## config.mk

```make
export PLATFORM = sky130hd
export DESIGN_NAME = seven_segment_scan
export DESIGN_NICKNAME = d
export VERILOG_FILES = /design/src/rtl/seven_segment_scan.sv
export SDC_FILE = /design/constraint.sdc
export NUM_CORES = 1
export LEC_CHECK = 0
export CAP_MARGIN = 20
export CORE_MARGIN = 5
export CORE_UTILIZATION = 40
export CTS_BUF_LIST = sky130_fd_sc_hd__clkbuf_4
export DETAILED_ROUTE_END_ITERATION = 8
export PLACE_DENSITY_LB_ADDON = 0.05
export REMOVE_ABC_BUFFERS = 1
export SYNTH_ARGS = -nofsm -noshare
export SYNTH_HDL_FRONTEND = slang
export SYNTH_SLANG_ARGS = --single-unit
export TNS_END_PERCENT = 50
```

## constraint.sdc

```tcl
create_clock -name clk -period 2.7 [get_ports clk]
set_input_delay 0.54 -clock clk [delete_from_list [all_inputs] [get_ports clk]]
set_output_delay 0.54 -clock clk [all_outputs]
set_load 0.005 [all_outputs]
```

## src/rtl/seven_segment_scan.sv

```systemverilog
// Time-multiplexed hex display driver: scans DIGITS digits over one shared segment bus,
// with a double-buffered display image, leading-zero blanking, per-digit dp and blink.
//
// blink phase | meaning
// PH_VISIBLE  | blinking digits are shown normally
// PH_HIDDEN   | blinking digits have all 8 segments off
module seven_segment_scan #(
    parameter int DIGITS       = 4,
    parameter int SCAN_DIV     = 50000,
    parameter int BLINK_FRAMES = 250,
    parameter int ACTIVE_LOW   = 1
) (
    input  logic                  clk,
    input  logic                  reset,
    input  logic                  load,
    input  logic [4*DIGITS-1:0]   value,
    input  logic [DIGITS-1:0]     dp_in,
    input  logic                  blank_lz,
    input  logic [DIGITS-1:0]     blink_en,
    output logic                  pending,
    output logic [7:0]            seg,
    output logic [DIGITS-1:0]     dig_en,
    output logic                  frame_tick
);

    localparam int PW = $clog2(SCAN_DIV);
    localparam int IW = (DIGITS > 1) ? $clog2(DIGITS) : 1;
    localparam int BW = (BLINK_FRAMES > 1) ? $clog2(BLINK_FRAMES) : 1;
    localparam logic [PW-1:0] PS_LAST    = PW'(SCAN_DIV - 1);
    localparam logic [IW-1:0] IDX_LAST   = IW'(DIGITS - 1);
    localparam logic [BW-1:0] BLINK_LAST = BW'(BLINK_FRAMES - 1);
    localparam logic          INV        = (ACTIVE_LOW != 0);

    typedef enum logic {PH_VISIBLE = 1'b0, PH_HIDDEN = 1'b1} phase_t;

    logic [PW-1:0]       ps;
    logic [IW-1:0]       idx;
    logic [BW-1:0]       blink_cnt;
    phase_t              phase;
    logic [4*DIGITS-1:0] disp_val, sh_val;
    logic [DIGITS-1:0]   disp_dp, sh_dp, disp_blink, sh_blink;
    logic                disp_blz, sh_blz;

    logic                tc, boundary;
    logic [3:0]          cur_digit;
    logic                cur_dp, cur_blink, cur_lz, allz;
    logic [7:0]          seg_hi;
    logic [DIGITS-1:0]   dig_hi;

    function automatic logic [6:0] glyph(input logic [3:0] d);
        case (d)
            4'h0: glyph = 7'b1111110;
            4'h1: glyph = 7'b0110000;
            4'h2: glyph = 7'b1101101;
            4'h3: glyph = 7'b1111001;
            4'h4: glyph = 7'b0110011;
            4'h5: glyph = 7'b1011011;
            4'h6: glyph = 7'b1011111;
            4'h7: glyph = 7'b1110000;
            4'h8: glyph = 7'b1111111;
            4'h9: glyph = 7'b1111011;
            4'hA: glyph = 7'b1110111;
            4'hB: glyph = 7'b0011111;
            4'hC: glyph = 7'b1001110;
            4'hD: glyph = 7'b0111101;
            4'hE: glyph = 7'b1001111;
            default: glyph = 7'b1000111;
        endcase
    endfunction

    assign tc       = (ps == PS_LAST);
    assign boundary = tc && (idx == IDX_LAST);

    // Walk from the most significant digit down so allz means "this digit and all above are zero".
    always_comb begin
        cur_digit = 4'h0;
        cur_dp    = 1'b0;
        cur_blink = 1'b0;
        cur_lz    = 1'b0;
        allz      = 1'b1;
        for (int i = DIGITS - 1; i >= 0; i--) begin
            allz = allz && (disp_val[4*i +: 4] == 4'h0);
            if (idx == IW'(i)) begin
                cur_digit = disp_val[4*i +: 4];
                cur_dp    = disp_dp[i];
                cur_blink = disp_blink[i];
                cur_lz    = allz && (i != 0);
            end
        end
        seg_hi = {glyph(cur_digit), cur_dp};
        if ((phase == PH_HIDDEN) && cur_blink)
            seg_hi = 8'h00;
        else if (disp_blz && cur_lz)
            seg_hi = {7'b0, cur_dp};
        // First clock of each slot leaves all digits off to avoid ghosting.
        dig_hi = (ps != '0) ? (DIGITS'(1) << idx) : '0;
    end

    always_ff @(posedge clk) begin
        if (reset) begin
            ps         <= '0;
            idx        <= '0;
            blink_cnt  <= '0;
            phase      <= PH_VISIBLE;
            disp_val   <= '0;
            disp_dp    <= '0;
            disp_blink <= '0;
            disp_blz   <= 1'b0;
            sh_val     <= '0;
            sh_dp      <= '0;
            sh_blink   <= '0;
            sh_blz     <= 1'b0;
            pending    <= 1'b0;
            frame_tick <= 1'b0;
            seg        <= INV ? 8'hFF : 8'h00;
            dig_en     <= {DIGITS{INV}};
        end else begin
            frame_tick <= boundary;
            ps         <= tc ? '0 : ps + 1'b1;
            if (tc)
                idx <= (idx == IDX_LAST) ? '0 : idx + 1'b1;
            if (load) begin
                sh_val   <= value;
                sh_dp    <= dp_in;
                sh_blink <= blink_en;
                sh_blz   <= blank_lz;
            end
            if (boundary) begin
                pending <= 1'b0;
                if (load) begin
                    disp_val   <= value;
                    disp_dp    <= dp_in;
                    disp_blink <= blink_en;
                    disp_blz   <= blank_lz;
                end else if (pending) begin
                    disp_val   <= sh_val;
                    disp_dp    <= sh_dp;
                    disp_blink <= sh_blink;
                    disp_blz   <= sh_blz;
                end
                if (blink_cnt == BLINK_LAST) begin
                    blink_cnt <= '0;
                    phase     <= (phase == PH_VISIBLE) ? PH_HIDDEN : PH_VISIBLE;
                end else begin
                    blink_cnt <= blink_cnt + 1'b1;
                end
            end else if (load) begin
                pending <= 1'b1;
            end
            seg    <= INV ? ~seg_hi : seg_hi;
            dig_en <= INV ? ~dig_hi : dig_hi;
        end
    end

endmodule
```

==> metrics.txt <==
skew final 0.0129 ns; Worst IR Drop VDD 0.247 mV; clk_lat worst skew 0.42 ns; sequential-to-total area share from yosys stat 0.433; max_cap viols 0; crit path max-delay cell type ha_1; Crit Path Class reg -> reg; Ant. Diodes 0; CTS tree built; Clock Tree Root clkbuf_4; crit-path max cell delay 0.47 ns; layout net count 500; starting density of the core 0.410; r2r startpoint idx[0]$_SDFFE_PP0N_; Mean Syn Cell Area 9.98 sq um; share of flip-flops with an asynchronous set or reset 0; Fill cells 1003; PwrDens 477 nW/um^2; First-pass DRT Iterations 4; GRT overflow 0; Post-Syn Area 4210 sq um; num rows 37; Hold Path Stages 1; Post-CTS Setup Bufs 0; Register-to-Register Path Depth 10; Final Max Slew Viols 0; Final ANT Viol Nets 0; H-tree Lvls 3; Final Cycle Share 0.871; Core Area 10300 sq um; CTS Hold Buffers Added 0; die height 113 microns; wire per inst 13.5 microns; Worst Tran Pin Value 1.11 ns; reg2reg setup slack 0.35 ns; Tot Pwr 2.28 mW; RSZ-0062 raised after global routing false; CP Max Fanout 13; CP Data Required Time 3.02 ns; fraction of layout instances using a drive strength above 1 0.158; hold endpoint ps[0]$_SDFF_PP0_; WP data arrival 2.68 ns; I/O Pins 42; Worst-path clk slew 0.14 ns; global-route wire length before repair 13800 microns; Max Fclk 425 MHz; hold violation count in the final report 0; Crit path depth 10; Crit path max-delay family adder cells; CTS max path bufs 2; vias in the first global route 2704; CP Buf/Inv Count 2; Hold Crit Class reg -> reg; DRT Wirelength 8120 microns; Iter 0 DRT Violations 119; DRC viols 0; count of different cell masters after synthesis 52; TNS Setup 0 ns; status complete, no violations; area grow syn2layout 13.5%; Vias 2884; post-DP HPWL 5600 microns; critical-path cell list inv_1 -> ha_1 -> mux2i_1 -> o21ai_0 -> a22o_1 -> inv_1 -> ha_1 -> mux2_2 -> nand2_1 -> o211ai_1; post-cts resize count 0; Worst Setup End Kind flop; die width 113 microns; fin util 0.465; Yosys reg bits 91; Period minus WS final 2.35 ns; number of flops mapped to enable cells by yosys 0; Hold Crit Start ps[0]$_SDFF_PP0_; drt via density 4.81; Die Area 12700 sq um; leak pwr 2.01 nW; Mapped Cells 422; warnings from Yosys 0; gpl congestion 0.826; Worst slew margin 0.260; initial antenna violation count 0; All-Layer GR Usage 0.133; CTS buffer count 9; Reg-to-Reg End seg[2]$_SDFF_PP1_; largest net degree at the start of global routing 52; IO Port Bufs 41; final setup fails 0; # clock sinks 91; Most used DFF post-synth dfxtp_1; CP startpoint kind flop
==> Yosys cell counts (8+ instances only) <==
master	n	share of area
nand2_1	24	0.021
clkbuf_1	9	0.0080
nand4_1	10	0.015
a21oi_1	16	0.019
mux2i_1	29	0.069
and2b_2	12	0.025
inv_1	12	0.011
xor2_1	15	0.031
nor2_1	67	0.060
ha_1	14	0.042
dfxtp_1	91	0.43
nand3_1	8	0.0095
mux2_4	20	0.071
==> layer usage <==
metal,share of wire,GRT usage
met5,0,0
met2,0.40,0.182
met1,0.55,0.199
met3,0.039,0.0302
met4,0.0099,0.0505
==> report_power, final <==
part	total (mW)	switching, mW	internal [mW]
sequential	1.39	0.0135	1.38
clock	0.734	0.448	0.286
combinational	0.155	0.0700	0.0850
==> sequential cells by signal, summed over array words and instances, names as in the netlist, 2 cells and up <==
name	count
blink_cnt	8
dig_en	4
disp_blink	4
disp_dp	4
disp_val	16
idx	2
ps	16
seg	8
sh_blink	4
sh_dp	4
sh_val	16
==> logic make-up (layout without fill, tap and decap cells) <==
family,count (synthesis),after routing,synth area share
simple gates,167,167,0.210
flops,91,91,0.433
mux,56,56,0.159
compound gates,41,41,0.0645
buf+inv,35,76,0.0553
xor+xnor,18,18,0.0374
fa+ha+maj,14,14,0.0416
==> how the worst max path moves through the flow <==
stage / start / to / slack, ns
after detailed placement: idx[1]$_SDFFE_PP0N_ / seg[2]$_SDFF_PP1_ / 0.34
after CTS: idx[1]$_SDFFE_PP0N_ / seg[2]$_SDFF_PP1_ / 0.34
final: idx[0]$_SDFFE_PP0N_ / seg[2]$_SDFF_PP1_ / 0.35
after global placement: ps[12]$_SDFF_PP0_ / disp_val[3]$_SDFFE_PP0P_ / 0.44
after global routing: idx[1]$_SDFFE_PP0N_ / seg[2]$_SDFF_PP1_ / 0.10
after floorplan: idx[0]$_SDFFE_PP0N_ / seg[4]$_SDFF_PP1_ / 0.53
==> cells in the final DEF, fill, tap and decap left out, types with 12 or more instances in the layout <==
master	synthesis	layout
mux2i_1	29	29
mux2_4	20	20
ha_1	14	14
and2b_2	12	12
a21oi_1	16	16
nand2_1	24	24
nor2_1	67	67
xor2_1	15	15
dfxtp_1	91	91
clkdlybuf4s50_1	0	39
inv_1	12	12
==> area by class of cell <==
| class | instances | area, sq um | share of cell area |
|---|---|---|---|
| well taps | 136 | 170 | 0.0356 |
| clock inverters | 6 | 56.3 | 0.0118 |
| clock buffers | 10 | 75.1 | 0.0157 |
| repair buffers | 48 | 453 | 0.0948 |
| inverters | 12 | 45.0 | 0.00943 |
| multi-input cells | 296 | 2160 | 0.451 |
| flip-flops and latches | 91 | 1820 | 0.381 |
==> through the flow <==
stage               cell area (sq um)  hold WS [ns]  setup WS (ns)  std cells
global placement                 4650         0.475          0.439        583
detailed placement               4650         0.491          0.342        583
CTS                              4780         0.525          0.341        599
finish                           4780         0.518          0.347        599
global route                     4780         0.549          0.104        599
floorplan                        4020         0.449          0.528        399
==> worst reg2reg max path: cells and delay by family, from the launching register on <==
family / cells / cell delay [ns]
AO/OA/AOI/OAI: 3 / 0.50
adder cells (fa/ha/maj): 2 / 0.71
buffers and inverters: 2 / 0.22
flip-flops: 1 / 0.36
multiplexers: 2 / 0.40
AND/OR/NAND/NOR: 1 / 0.06
No activity file was read; power rests on OpenSTA's default activity.
